<file path="src/rtl/hdmi_ctrl_pkg.sv">
// Shared state encoding and output decode for the HDMI link bring-up sequencer.
// The encoding is visible on state_o, so the numeric values must not change.
package hdmi_ctrl_pkg;

    typedef logic [2:0] state_t;

    localparam state_t HPD_LOW    = 3'd0;
    localparam state_t RST_HOLD   = 3'd1;
    localparam state_t WAIT_LOCK  = 3'd2;
    localparam state_t WAIT_ALIGN = 3'd3;
    localparam state_t WAIT_VS    = 3'd4;
    localparam state_t RUN        = 3'd5;
    localparam state_t FAIL       = 3'd6;
    localparam state_t HALT       = 3'd7;

    typedef struct packed {
        logic hpd;
        logic rx_rst;
        logic tx_rst_n;
        logic oen;
        logic link_up;
        logic halted;
    } link_out_t;

    localparam link_out_t LINK_OUT_RST = '{
        hpd:      1'b0,
        rx_rst:   1'b1,
        tx_rst_n: 1'b0,
        oen:      1'b0,
        link_up:  1'b0,
        halted:   1'b0
    };

    // FAIL keeps HPD high so every re-plug shows exactly HPD_LOW_CYC of low time.
    function automatic link_out_t state_outputs(input state_t st);
        link_out_t o;
        o = LINK_OUT_RST;
        case (st)
            HPD_LOW: begin
            end
            RST_HOLD: begin
                o.hpd = 1'b1;
            end
            WAIT_LOCK, WAIT_ALIGN, WAIT_VS: begin
                o.hpd    = 1'b1;
                o.rx_rst = 1'b0;
            end
            RUN: begin
                o.hpd      = 1'b1;
                o.rx_rst   = 1'b0;
                o.tx_rst_n = 1'b1;
                o.oen      = 1'b1;
                o.link_up  = 1'b1;
            end
            FAIL: begin
                o.hpd = 1'b1;
            end
            HALT: begin
                o.halted = 1'b1;
            end
            default: begin
            end
        endcase
        return o;
    endfunction

endpackage

</file>
<file path="src/rtl/sync_2ff.sv">
// Two-flop synchroniser, one independent chain per bit.
// Resets to zero so a freshly reset sequencer never sees a stale lock or alignment.
module sync_2ff #(
    parameter int W = 1
) (
    input  logic         clk,
    input  logic         rst_n,
    input  logic [W-1:0] d,
    output logic [W-1:0] q
);

    logic [W-1:0] meta_reg;
    logic [W-1:0] sync_reg;

    generate
        for (genvar gi = 0; gi < W; gi++) begin : g_bit
            always_ff @(posedge clk or negedge rst_n) begin
                if (!rst_n) begin
                    meta_reg[gi] <= 1'b0;
                    sync_reg[gi] <= 1'b0;
                end else begin
                    meta_reg[gi] <= d[gi];
                    sync_reg[gi] <= meta_reg[gi];
                end
            end
        end
    endgenerate

    assign q = sync_reg;

endmodule

</file>
<file path="src/rtl/hdmi_link_ctrl.sv">
// HDMI loopback link bring-up sequencer: hot-plug, RX reset release, lock/align/vsync
// qualification, TX enable, and re-plug with bounded retries on any link loss.
module hdmi_link_ctrl
    import hdmi_ctrl_pkg::*;
#(
    parameter int HPD_LOW_CYC   = 25_000_000,
    parameter int RST_HOLD_CYC  = 1_000,
    parameter int LOCK_TMO_CYC  = 10_000_000,
    parameter int ALIGN_TMO_CYC = 10_000_000,
    parameter int VS_TMO_CYC    = 2_500_000,
    parameter int MAX_RETRY     = 3,
    parameter int CNT_W         = 26
) (
    input  logic       sys_clk,
    input  logic       rst_n,
    input  logic       rescan,
    input  logic       rx_pll_locked,
    input  logic       rx_align_done,
    input  logic       rx_vsync,
    output logic       hdmi_in_hpd,
    output logic       rx_rst,
    output logic       tx_rst_n,
    output logic       hdmi_out_oen,
    output logic       link_up,
    output logic       halted,
    output logic [1:0] retry_cnt,
    output logic [2:0] state_o
);

    localparam logic [CNT_W-1:0] HPD_LAST   = CNT_W'(HPD_LOW_CYC - 1);
    localparam logic [CNT_W-1:0] HOLD_LAST  = CNT_W'(RST_HOLD_CYC - 1);
    localparam logic [CNT_W-1:0] LOCK_LAST  = CNT_W'(LOCK_TMO_CYC - 1);
    localparam logic [CNT_W-1:0] ALIGN_LAST = CNT_W'(ALIGN_TMO_CYC - 1);
    localparam logic [CNT_W-1:0] VS_LAST    = CNT_W'(VS_TMO_CYC - 1);
    localparam logic [1:0]       RETRY_MAX  = 2'(MAX_RETRY);

    logic [2:0]       sync_out;
    logic             lock_s;
    logic             align_s;
    logic             vs_s;
    logic             vs_d_reg;
    logic             vs_rise;

    state_t           state_reg;
    state_t           state_next;
    logic [CNT_W-1:0] timer_reg;
    logic [CNT_W-1:0] timer_next;
    logic [1:0]       retry_reg;
    logic [1:0]       retry_next;
    logic [1:0]       retry_sat;
    logic             vs_seen_reg;
    logic             vs_seen_next;
    link_out_t        out_reg;

    sync_2ff #(
        .W (3)
    ) u_sync (
        .clk   (sys_clk),
        .rst_n (rst_n),
        .d     ({rx_vsync, rx_align_done, rx_pll_locked}),
        .q     (sync_out)
    );

    assign lock_s  = sync_out[0];
    assign align_s = sync_out[1];
    assign vs_s    = sync_out[2];
    assign vs_rise = vs_s & ~vs_d_reg;

    assign retry_sat = (retry_reg == RETRY_MAX) ? retry_reg : retry_reg + 2'd1;

    // Success checks precede timeout checks, so a coincident success wins.
    always_comb begin
        state_next = state_reg;
        case (state_reg)
            HPD_LOW: begin
                if (timer_reg == HPD_LAST) state_next = RST_HOLD;
            end
            RST_HOLD: begin
                if (timer_reg == HOLD_LAST) state_next = WAIT_LOCK;
            end
            WAIT_LOCK: begin
                if (lock_s)                      state_next = WAIT_ALIGN;
                else if (timer_reg == LOCK_LAST) state_next = FAIL;
            end
            WAIT_ALIGN: begin
                if (!lock_s)                      state_next = FAIL;
                else if (align_s)                 state_next = WAIT_VS;
                else if (timer_reg == ALIGN_LAST) state_next = FAIL;
            end
            WAIT_VS: begin
                if (!lock_s || !align_s)          state_next = FAIL;
                else if (vs_rise && vs_seen_reg)  state_next = RUN;
                else if (timer_reg == VS_LAST)    state_next = FAIL;
            end
            RUN: begin
                if (!lock_s || !align_s)              state_next = FAIL;
                else if (!vs_rise && timer_reg == VS_LAST) state_next = FAIL;
            end
            FAIL: begin
                state_next = (retry_sat == RETRY_MAX) ? HALT : HPD_LOW;
            end
            HALT: begin
                state_next = HALT;
            end
            default: begin
                state_next = HPD_LOW;
            end
        endcase
        if (rescan) state_next = HPD_LOW;
    end

    // The timer restarts on every state entry, on rescan, and on each vsync rise in RUN.
    always_comb begin
        timer_next = timer_reg + CNT_W'(1);
        if (rescan || (state_next != state_reg) || (state_reg == RUN && vs_rise)) begin
            timer_next = '0;
        end

        retry_next = retry_reg;
        if (rescan) begin
            retry_next = 2'd0;
        end else if (state_reg == FAIL) begin
            retry_next = retry_sat;
        end else if (state_next == RUN) begin
            retry_next = 2'd0;
        end

        // Only rises observed while already waiting count toward the two needed.
        vs_seen_next = 1'b0;
        if (state_reg == WAIT_VS && state_next == WAIT_VS) begin
            vs_seen_next = vs_seen_reg | vs_rise;
        end
    end

    always_ff @(posedge sys_clk or negedge rst_n) begin
        if (!rst_n) begin
            state_reg   <= HPD_LOW;
            timer_reg   <= '0;
            retry_reg   <= 2'd0;
            vs_seen_reg <= 1'b0;
            vs_d_reg    <= 1'b0;
            out_reg     <= LINK_OUT_RST;
        end else begin
            state_reg   <= state_next;
            timer_reg   <= timer_next;
            retry_reg   <= retry_next;
            vs_seen_reg <= vs_seen_next;
            vs_d_reg    <= vs_s;
            out_reg     <= state_outputs(state_next);
        end
    end

    // Outputs come straight from flops decoded off state_next, so they track state_reg.
    assign hdmi_in_hpd  = out_reg.hpd;
    assign rx_rst       = out_reg.rx_rst;
    assign tx_rst_n     = out_reg.tx_rst_n;
    assign hdmi_out_oen = out_reg.oen;
    assign link_up      = out_reg.link_up;
    assign halted       = out_reg.halted;
    assign retry_cnt    = retry_reg;
    assign state_o      = state_reg;

endmodule

</file>
<file path="config.mk">
export PLATFORM = sky130hd
export DESIGN_NAME = hdmi_link_ctrl
export DESIGN_NICKNAME = d
export VERILOG_FILES = /design/src/rtl/hdmi_ctrl_pkg.sv /design/src/rtl/sync_2ff.sv /design/src/rtl/hdmi_link_ctrl.sv
export SDC_FILE = /design/constraint.sdc
export NUM_CORES = 1
export LEC_CHECK = 0
export ABC_AREA = 1
export CAP_MARGIN = 0
export CORE_MARGIN = 1
export CORE_UTILIZATION = 55
export CTS_BUF_LIST = sky130_fd_sc_hd__clkbuf_4
export DETAILED_ROUTE_END_ITERATION = 8
export PLACE_DENSITY_LB_ADDON = 0.25
export RECOVER_POWER = 25
export SLEW_MARGIN = 20
export SYNTH_ARGS = -nofsm -noshare
export SYNTH_HDL_FRONTEND = slang
export SYNTH_SLANG_ARGS = --single-unit
</file>
<file path="constraint.sdc">
create_clock -name sys_clk -period 2.6 [get_ports sys_clk]
set_input_delay 0.52 -clock sys_clk [delete_from_list [all_inputs] [get_ports sys_clk]]
set_output_delay 0.52 -clock sys_clk [all_outputs]
set_load 0.03 [all_outputs]
</file>
==> flow_summary.json, run 1 <==
{
  "status": "complete, no violations",
  "synthesis.nets": 357,
  "cts_tree": "done",
  "gp_congestion": 0.881,
  "area_growth_pct": 9.12,
  "fillCellCount": 444,
  "rsz0062_at_grt": "false",
  "rows": 25,
  "synth_area_um2": 2790,
  "crit_type": "flip-flop to output port",
  "post-route-drc-count": 0,
  "firstDrtPassIters": 4,
  "synth_xor_area_share_pct": 7.54,
  "cts_resized": 0,
  "cp.required_ps": 2080,
  "grt_max_degree": 44,
  "gr-total-overflow": 0,
  "start_kind": "flip-flop",
  "synth_compound_area_share_pct": 2.74,
  "path_clk_slew_ps": 140,
  "critPathSlowestCell": "clkdlybuf4s50_1",
  "dp_hpwl_um": 4140,
  "p_leak_nw": 1.36,
  "nets": 375,
  "die-height_um": 73.2,
  "period_minus_slack_ps": 2160,
  "cp_num_buf_inv": 1,
  "cp-end-kind": "output port",
  "clk_latency_ps": 360,
  "slowest_delay_ps": 730,
  "multiInputGateArea_um2": 1450,
  "antenna_found_initial": 0,
  "yosysWarnings": 0,
  "seq_area_um2": 1080,
  "hp-class": "primary input to asynchronous set/reset pin",
  "ant_nets": 0,
  "num_io_pins": 17,
  "vias": 2212,
  "synthMuxAreaShare_pct": 0,
  "core-area_um2": 4790,
  "vias_per_cell": 5.07,
  "grt_usage_pct": 23.6,
  "die_w_um": 73.2,
  "max-vdd-ir-drop_mv": 0.286,
  "synth-seq-cells": 43,
  "synth.avg_cell_area_um2": 7.96,
  "grt_pass1_wl_um": 9620,
  "worst_pin_slew_ps": 918,
  "diodes": 0,
  "htreeDepth": 2,
  "max_freq_ghz": 0.464,
  "wl_per_cell_um": 12.6,
  "synth_top_family_by_area": "simple AND/OR/NAND/NOR gates",
  "port_buffers": 16,
  "place_area_um2": 2980,
  "drt-initial-drc-count": 104,
  "hold_viol_final": 0,
  "largest_reg_flops": 26,
  "cts_buffers": 5,
  "setup_tns_ps": 0,
  "worstPathCellList": "clkdlybuf4s50_1",
  "finalCritPeriodShare_pct": 83.0,
  "clockRootBuffer": "clkbuf_4",
  "synth_cells": 350,
  "synthSimpleGateAreaFrac_pct": 41.1,
  "synth-adder-area-share_pct": 0.449,
  "stdcell_area_um2": 3040,
  "drv_slew": 0,
  "dieArea_um2": 5350,
  "powerDensity_nw_per_um2": 357,
  "drive_gt1_share_pct": 19.2,
  "postCtsHoldBufs": 0,
  "setup_viol": 0,
  "relSlewSlack_pct": 38.8,
  "drt-total-wl_um": 5470,
  "crit_fanout": 8,
  "cp_top_family": "buffers and inverters",
  "post_cts_buffers": 0,
  "cts_buffer_depth": 2,
  "skew_ps": 7.33,
  "start_util_pct": 58.2,
  "cts.sink_count": 43,
  "crit_arrival_ps": 1640,
  "ys_seq_area_share_pct": 38.7,
  "synth_cell_types": 33,
  "grt_pass1_vias": 2140,
  "cap_violations": 0
}
## synth_stat cells
cell      number  area, µm²
clkinv_1       1       3.75
a21oi_2        1       8.76
nand2_1       68        255
clkinv_2       1       5.00
nor3_4         1       16.3
xnor2_1        3       26.3
xor2_1        21        184
buf_4          4       30.0
o211ai_1       2       15.0
dfstp_2        1       26.3
nor3_1         6       30.0
o211a_1        1       10.0
nand3_4        1       17.5
o21ai_1        1       5.00
nand2_2       10       62.6
dfrtp_1       42       1050
nand3_2        4       40.0
inv_2          7       26.3
o21ai_0        2       10.0
nor2_4        23        259
buf_2          1       5.00
ha_1           1       12.5
nor2_1        53        199
nor3_2         1       10.0
o21bai_1       1       7.51
nand3b_1       1       7.51
nand4_1        8       50.1
inv_1         41        154
a21oi_1        4       20.0
buf_12         2       40.0
nand3_1       26        130
nor2_2        10       62.6
and3_1         1       6.26
## worst paths after layout
kind	start	endpoint	slack, ps	cells past startpoint
hold reg to reg	u_sync.meta_reg[1]$_DFF_PN0_	u_sync.q[1]$_DFF_PN0_	360	0
hold / removal	rst_n	timer_reg[15]$_DFF_PN0_	270	1
setup / recovery	state_o[2]$_DFF_PN0_	state_o[2]	440	1
max in group asynchronous	rst_n	state_o[1]$_DFF_PN0_	1770	1
setup reg to reg	timer_reg[0]$_DFF_PN0_	timer_reg[3]$_DFF_PN0_	460	15
min in group sys_clk	u_sync.meta_reg[1]$_DFF_PN0_	u_sync.q[1]$_DFF_PN0_	360	0
## cell usage in the layout (no fill, tap or decap), types with 2 or more instances in the layout
cell type,count
a21oi_1,4
clkbuf_4,5
clkdlybuf4s50_1,12
clkinv_4,2
dfrtp_1,42
dlygate4sd3_1,3
inv_1,41
inv_2,7
nand2_1,68
nand2_2,10
nand3_1,26
nand3_2,4
nand4_1,8
nor2_1,53
nor2_2,10
nor2_4,23
nor3_1,6
o211ai_1,2
o21ai_0,2
xnor2_1,3
xor2_1,21
## layout make-up
class | instances | share of cell area [%]
multi-input cells | 250 | 47.5
flip-flops and latches | 43 | 35.4
inverters | 50 | 6.21
repair buffers | 18 | 6.01
well taps | 67 | 2.76
clock buffers | 5 | 1.23
clock inverters | 3 | 0.823
## through the flow
step / setup WS [ps] / instances / utilization [%] / hold slack (ps) / power [mW]
after floorplan: 738 / 350 / - / 224 / 0.732
after global placement: 423 / 428 / 62.2 / 331 / 0.754
after detailed placement: 333 / 428 / 62.2 / 335 / 0.755
after CTS: 432 / 436 / 63.5 / 302 / 1.10
after global routing: 228 / 436 / 63.5 / 347 / 1.13
final: 443 / 436 / 63.5 / 270 / 1.08
## per-layer routing
layer	global-route usage (%)	wire length, µm
met2	35.7	2560
met4	8.50	82
met3	4.28	211
met1	33.9	2620
met5	0	0
## worst reg2reg max path, delay by kind of cell, from the launching register on
kind	cells	cell delay [ps]
buffers and inverters	2	310
and+or+nand+nor	12	1140
adders and majority gates	1	190
DFF	1	390
## kinds of logic (layout without fill, tap and decap cells)
group,Yosys count,after routing
AO/OA/AOI/OAI,12,12
XOR/XNOR,24,24
adder cells (fa/ha/maj),1,1
buffers and inverters,57,76
flip-flops,43,43
AND/OR/NAND/NOR,213,213
## power breakdown
part / internal [mW] / total [mW] / switching (mW)
sequential: 0.678 / 0.683 / 0.00500
clock: 0.108 / 0.344 / 0.236
combinational: 0.0160 / 0.0569 / 0.0409
total: 0.803 / 1.08 / 0.282
No activity file was read; power rests on OpenSTA's default activity.
==> inputs of run 2 (changes only) <==
==> constraint.sdc (replaced) <==
create_clock -name sys_clk -period 1.9 [get_ports sys_clk]
set_input_delay 0.38 -clock sys_clk [delete_from_list [all_inputs] [get_ports sys_clk]]
set_output_delay 0.38 -clock sys_clk [all_outputs]
set_load 0.03 [all_outputs]
==> run 2 against run 1 <==
- the run now ends with setup timing left
- core utilization grew 12 points
- critical path depth grew 15
- global-route usage grew 2.2 points
- wire length is 18% higher
- clock skew up 13 ps
- clock power increased by 75%
- die area is the same
- register-to-register slack lost 610 ps
- combinational power is 95% higher
- via count up 11%
- cell area grew 19%
- first-iteration DRC count is 51% higher
- largest power group unchanged
- highest routed layer unchanged
==> flow_summary.json, run 2 (synthesis gave the netlist of run 1 again) <==
{
  "worst_pin_slew_ps": 1020,
  "hold_viol_final": 0,
  "cp.required_ps": 2180,
  "place_worst_setup_slack_ps": -82.1,
  "vias_per_cell": 5.08,
  "port_buffers": 16,
  "hp-class": "primary input to asynchronous set/reset pin",
  "relSlewSlack_pct": 32.1,
  "path_clk_slew_ps": 150,
  "core-area_um2": 4790,
  "cts_tree": "done",
  "crit_path_frequent_cell": "nand2_2",
  "cts_buffer_depth": 2,
  "status": "finished, violations left",
  "dp_hpwl_um": 4620,
  "start_kind": "flip-flop",
  "grt_usage_pct": 25.9,
  "largest_reg_flops": 26,
  "crit_type": "flip-flop to flip-flop",
  "wl_per_cell_um": 13.4,
  "grt_max_degree": 44,
  "violations": "setup timing",
  "start_util_pct": 58.2,
  "skew_ps": 20.6,
  "cap_violations": 0,
  "post-route-drc-count": 0,
  "p_total_mw": 1.65,
  "cts_buffers": 5,
  "slowest_delay_ps": 420,
  "critPathSlowestCell": "dfrtp_1",
  "postCtsHoldBufs": 0,
  "clk_latency_ps": 360,
  "htreeDepth": 2,
  "max-vdd-ir-drop_mv": 0.438,
  "ant_nets": 0,
  "fillCellCount": 355,
  "die_w_um": 73.2,
  "vias": 2461,
  "crit_arrival_ps": 2330,
  "gp_congestion": 0.897,
  "setup_viol": 29,
  "crit_fanout": 6,
  "cts.sink_count": 43,
  "clockRootBuffer": "clkbuf_4",
  "layout_common_cells": "nand2_1, nor2_1, buf_4",
  "seq_area_um2": 1080,
  "nets": 423,
  "powerDensity_nw_per_um2": 458,
  "grt_pass1_vias": 2344,
  "finalCritPeriodShare_pct": 108,
  "cp-end-kind": "flip-flop",
  "final_common_cell": "nand2_1",
  "diodes": 0,
  "worstPathCellList": "ha_4 > nand2_4 > inv_2 > nand2_2 > nor2_1 > nand3_1 > nor2_1 > nor2_1 > nor2_2 > nand2_2 > nand2_2 > nand2_2 > nand2_2 > nand3_4 > buf_6 > nor2_1",
  "gr-total-overflow": 0,
  "dieArea_um2": 5350,
  "reg2reg_from": "timer_reg[0]$_DFF_PN0_",
  "multiInputGateArea_um2": 1570,
  "rsz0062_at_grt": "true",
  "rows": 25,
  "grt_pass1_wl_um": 10500,
  "antenna_found_initial": 0,
  "area_growth_pct": 29.4,
  "drt-total-wl_um": 6470,
  "final_core_util_pct": 75.3,
  "die-height_um": 73.2,
  "p_leak_nw": 1.69,
  "drv_slew": 0,
  "reg2reg_slack_ps": -150,
  "reg2regPathDepth": 16,
  "r2r-end": "timer_reg[1]$_DFF_PN0_",
  "setup_ws_ps": -150,
  "firstDrtPassIters": 4,
  "period_minus_slack_ps": 2050,
  "max_freq_ghz": 0.488,
  "drt-initial-drc-count": 157,
  "drive_gt1_share_pct": 36.9,
  "num_io_pins": 17
}
==> run 2: changes by cell type in the layout (fill, tap and decap cells not counted), moves of 4 or more <==
cell / change
nand3_2: +5
nor2_2: +4
clkdlybuf4s50_1: -6
dlygate4sd2_1: +4
dfrtp_1: -6
buf_4: +41
nor2_1: -7
inv_1: -4
dfrtp_2: +6
nand3_1: -6
buf_6: +4
nand2_2: +6
nand2_1: -8
==> run 2: repair_timing <==
item	in CTS	in global routing
buffers inserted	4	3
gates cloned	0	1
gates resized for setup	16	37
pin swaps	5	10
endpoints found under the setup margin	36	36
==> run 2: cell type report <==
class | instances | share of cell area (%)
flip-flops and latches | 43 | 30.1
clock buffers | 5 | 1.04
inverters | 50 | 5.31
repair buffers | 66 | 16.2
clock inverters | 3 | 1.32
well taps | 67 | 2.33
multi-input cells | 250 | 43.7
==> run 2: report_power, final <==
part           internal [mW]  switching, mW  total [mW]
Combinational         0.0426         0.0679       0.111
Clock                  0.284          0.319       0.603
Sequential             0.928        0.00897       0.937
==> run 2: per-layer routing <==
metal  up-vias  part of all wire [%]  routed length (µm)  track usage, %
met5         -                     0                   0               0
met4         0                   2.6                 168            9.15
met3        19                   3.8                 246            5.11
met1      1164                    46                3000            36.2
met2        65                    47                3050            39.8
li1       1213                     -                   -               -
==> run 2: worst max-delay path by stage <==
stage                      startpoint                      end  slack (ps)  cells past startpoint
6_report       timer_reg[0]$_DFF_PN0_   timer_reg[1]$_DFF_PN0_        -150                     16
5_1_grt        timer_reg[0]$_DFF_PN0_   timer_reg[1]$_DFF_PN0_        -330                     16
3_3_place_gp   timer_reg[0]$_DFF_PN0_   timer_reg[4]$_DFF_PN0_         -30                     15
2_1_floorplan  timer_reg[0]$_DFF_PN0_  timer_reg[16]$_DFF_PN0_          40                     15
3_5_place_dp   timer_reg[0]$_DFF_PN0_         rx_rst$_DFF_PN1_         -80                     15
4_1_cts        timer_reg[0]$_DFF_PN0_  timer_reg[13]$_DFF_PN0_         -40                     16
==> run 2: metrics by stage <==
step | instances | instance area [µm²] | TNS (ps) | hold slack (ps)
final | 484 | 3600 | -2940 | 246
after global routing | 484 | 3600 | -8250 | 348
after CTS | 480 | 3430 | -276 | 69.8
after detailed placement | 468 | 3290 | -1730 | 336
after global placement | 468 | 3290 | -579 | 332
after floorplan | 350 | 2790 | 0 | 84.4
==> run 2: worst max-delay path: cells and delay by family (launching register included) <==
family / cells / cell delay [ps]
and+or+nand+nor: 13 / 1160
DFF: 1 / 420
buffers and inverters: 2 / 240
adders and majority gates: 1 / 170
==> inputs of run 3 (changes only) <==
--- a/config.mk
+++ b/config.mk
@@ -11,8 +11,10 @@
 export CORE_UTILIZATION = 55
 export CTS_BUF_LIST = sky130_fd_sc_hd__clkbuf_4
 export DETAILED_ROUTE_END_ITERATION = 8
+export GPL_TIMING_DRIVEN = 1
 export PLACE_DENSITY_LB_ADDON = 0.25
 export RECOVER_POWER = 25
+export REMOVE_ABC_BUFFERS = 1
 export SLEW_MARGIN = 20
 export SYNTH_ARGS = -nofsm -noshare
 export SYNTH_HDL_FRONTEND = slang
==> run 3 against run 2 <==
- the run still ends with setup timing left
- flip-flop and latch count stayed put
- first-iteration DRC count down 2.5%
- fmax barely moved
- clock power is 0.8% lower
- power rose by 1.2%
- wire length is 6.6% higher
- core utilization rose by 2.5 points
- hold slack improved by 120 ps
- global-route usage rose by 1.8 points
- cell count grew 1.9%
- cell area is 3.4% higher
- register-to-register slack hardly changed
==> flow_summary.json, run 3 (synthesis gave the netlist of run 1 again) <==
{
  "max-vdd-ir-drop_mv": 0.416,
  "final_core_util_pct": 77.9,
  "r2r-end": "timer_reg[17]$_DFF_PN0_",
  "cts_buffer_depth": 2,
  "max_freq_ghz": 0.488,
  "startpoint": "timer_reg[0]$_DFF_PN0_",
  "crit_type": "flip-flop to flip-flop",
  "grt_max_degree": 23,
  "grt_usage_pct": 27.6,
  "start_kind": "flip-flop",
  "crit_path_frequent_cell": "nand2_2",
  "crit_arrival_ps": 2360,
  "htreeDepth": 2,
  "cts.sink_count": 43,
  "area_growth_pct": 33.7,
  "path_clk_slew_ps": 130,
  "p_leak_nw": 1.71,
  "worstPathCellList": "ha_4 > nand2_4 > inv_2 > nand2_1 > nor2_2 > nand2_2 > o21ai_2 > nand2_1 > nor2_2 > nand2_2 > nand2_2 > nand2_2 > nand2_2 > nand3_4 > buf_12 > nor2_4",
  "reg2reg_from": "timer_reg[0]$_DFF_PN0_",
  "cts_buffers": 5,
  "place_worst_setup_slack_ps": -170,
  "final_common_cell": "nand2_1",
  "endpoint": "timer_reg[17]$_DFF_PN0_",
  "antenna_found_initial": 0,
  "status": "finished, violations left",
  "cap_violations": 0,
  "start_util_pct": 58.2,
  "setup_viol": 26,
  "nets": 432,
  "hold_viol_final": 0,
  "cts_tree": "done",
  "setup_ws_ps": -151,
  "layout_common_cells": "nand2_1, buf_4, nor2_1",
  "grt_pass1_vias": 2407,
  "num_io_pins": 17,
  "critPathSlowestCell": "dfrtp_1",
  "firstDrtPassIters": 4,
  "cp-end-kind": "flip-flop",
  "dieArea_um2": 5350,
  "place_inst": 473,
  "die-height_um": 73.2,
  "grt_pass1_wl_um": 11000,
  "wl_per_cell_um": 14.0,
  "period_minus_slack_ps": 2050,
  "ant_nets": 0,
  "rsz0062_at_grt": "true",
  "crit_fanout": 11,
  "core-area_um2": 4790,
  "powerDensity_nw_per_um2": 448,
  "drt-initial-drc-count": 153,
  "hp-class": "flip-flop to flip-flop",
  "clockRootBuffer": "clkbuf_4",
  "slowest_delay_ps": 410,
  "cp.required_ps": 2210,
  "violations": "setup timing",
  "reg2regPathDepth": 16,
  "largest_reg_flops": 26,
  "drive_gt1_share_pct": 40.6,
  "dp_hpwl_um": 5010,
  "worst_pin_slew_ps": 1320,
  "gp_congestion": 0.895,
  "finalNonFillerCells": 493,
  "relSlewSlack_pct": 12.2,
  "clk_latency_ps": 380,
  "drt-total-wl_um": 6900,
  "finalCritPeriodShare_pct": 108,
  "rows": 25,
  "port_buffers": 16,
  "min-delay-start": "u_sync.meta_reg[2]$_DFF_PN0_",
  "die_w_um": 73.2,
  "diodes": 0,
  "vias_per_cell": 5.11,
  "gr-total-overflow": 0,
  "drv_slew": 0,
  "p_total_mw": 1.67,
  "vias": 2519,
  "skew_ps": 15.7,
  "post-route-drc-count": 0,
  "reg2reg_slack_ps": -150
}
run 3: worst max-delay path, delay by kind of cell, from the launching register on:
family	cells	cell delay (ps)
flops	1	410
buf+inv	2	290
compound gates	1	120
simple gates	12	990
fa+ha+maj	1	170
run 3: through the flow:
| stage | cell area, µm² | setup TNS (ps) | hold WS [ps] |
|---|---|---|---|
| 4_1_cts | 3530 | -2200 | 372 |
| 3_3_place_gp | 3340 | -1090 | 333 |
| 5_1_grt | 3730 | -9280 | 383 |
| 2_1_floorplan | 2710 | -6200 | 84.4 |
| 6_report | 3730 | -3320 | 369 |
| 3_5_place_dp | 3340 | -3520 | 345 |
run 3: power breakdown:
group	internal (mW)	switching, mW	total [mW]
clock	0.277	0.321	0.598
combinational	0.0571	0.0783	0.135
sequential	0.928	0.00945	0.937
total	1.26	0.409	1.67
run 3: how the worst min path moves through the flow:
stage / cells past startpoint / slack [ps] / end
2_1_floorplan: 0 / 80 / halted$_DFF_PN0_
3_3_place_gp: 0 / 330 / u_sync.q[1]$_DFF_PN0_
3_5_place_dp: 0 / 350 / u_sync.q[2]$_DFF_PN0_
4_1_cts: 0 / 370 / u_sync.q[2]$_DFF_PN0_
5_1_grt: 0 / 380 / u_sync.q[0]$_DFF_PN0_
6_report: 0 / 370 / u_sync.q[2]$_DFF_PN0_
run 3: final cells by class:
type                       count  area (µm²)
inverter                      50         194
timing repair buffer          75         664
tap                           67        83.8
fill                         338        1060
sequential                    43        1090
multi-input combinational    250        1620
clock buffer                   5        37.5
clock inverter                 3        43.8
run 3: metal layers:
metal | vias to the layer above | part of all wire (%) | global-route usage (%)
met2 | 62 | 50 | 46.9
met1 | 1209 | 43 | 35.8
met5 | - | 0 | 0
met4 | 0 | 2.4 | 8.71
met3 | 18 | 4.1 | 4.70
li1 | 1230 | - | -
run 3: repair_timing:
action,CTS,global route
pin swaps,2,5
gates resized for setup,22,49
gates cloned,1,0
buffers inserted,3,8
hold endpoints to repair,20,0
setup endpoints to repair,36,36
hold buffers,1,0
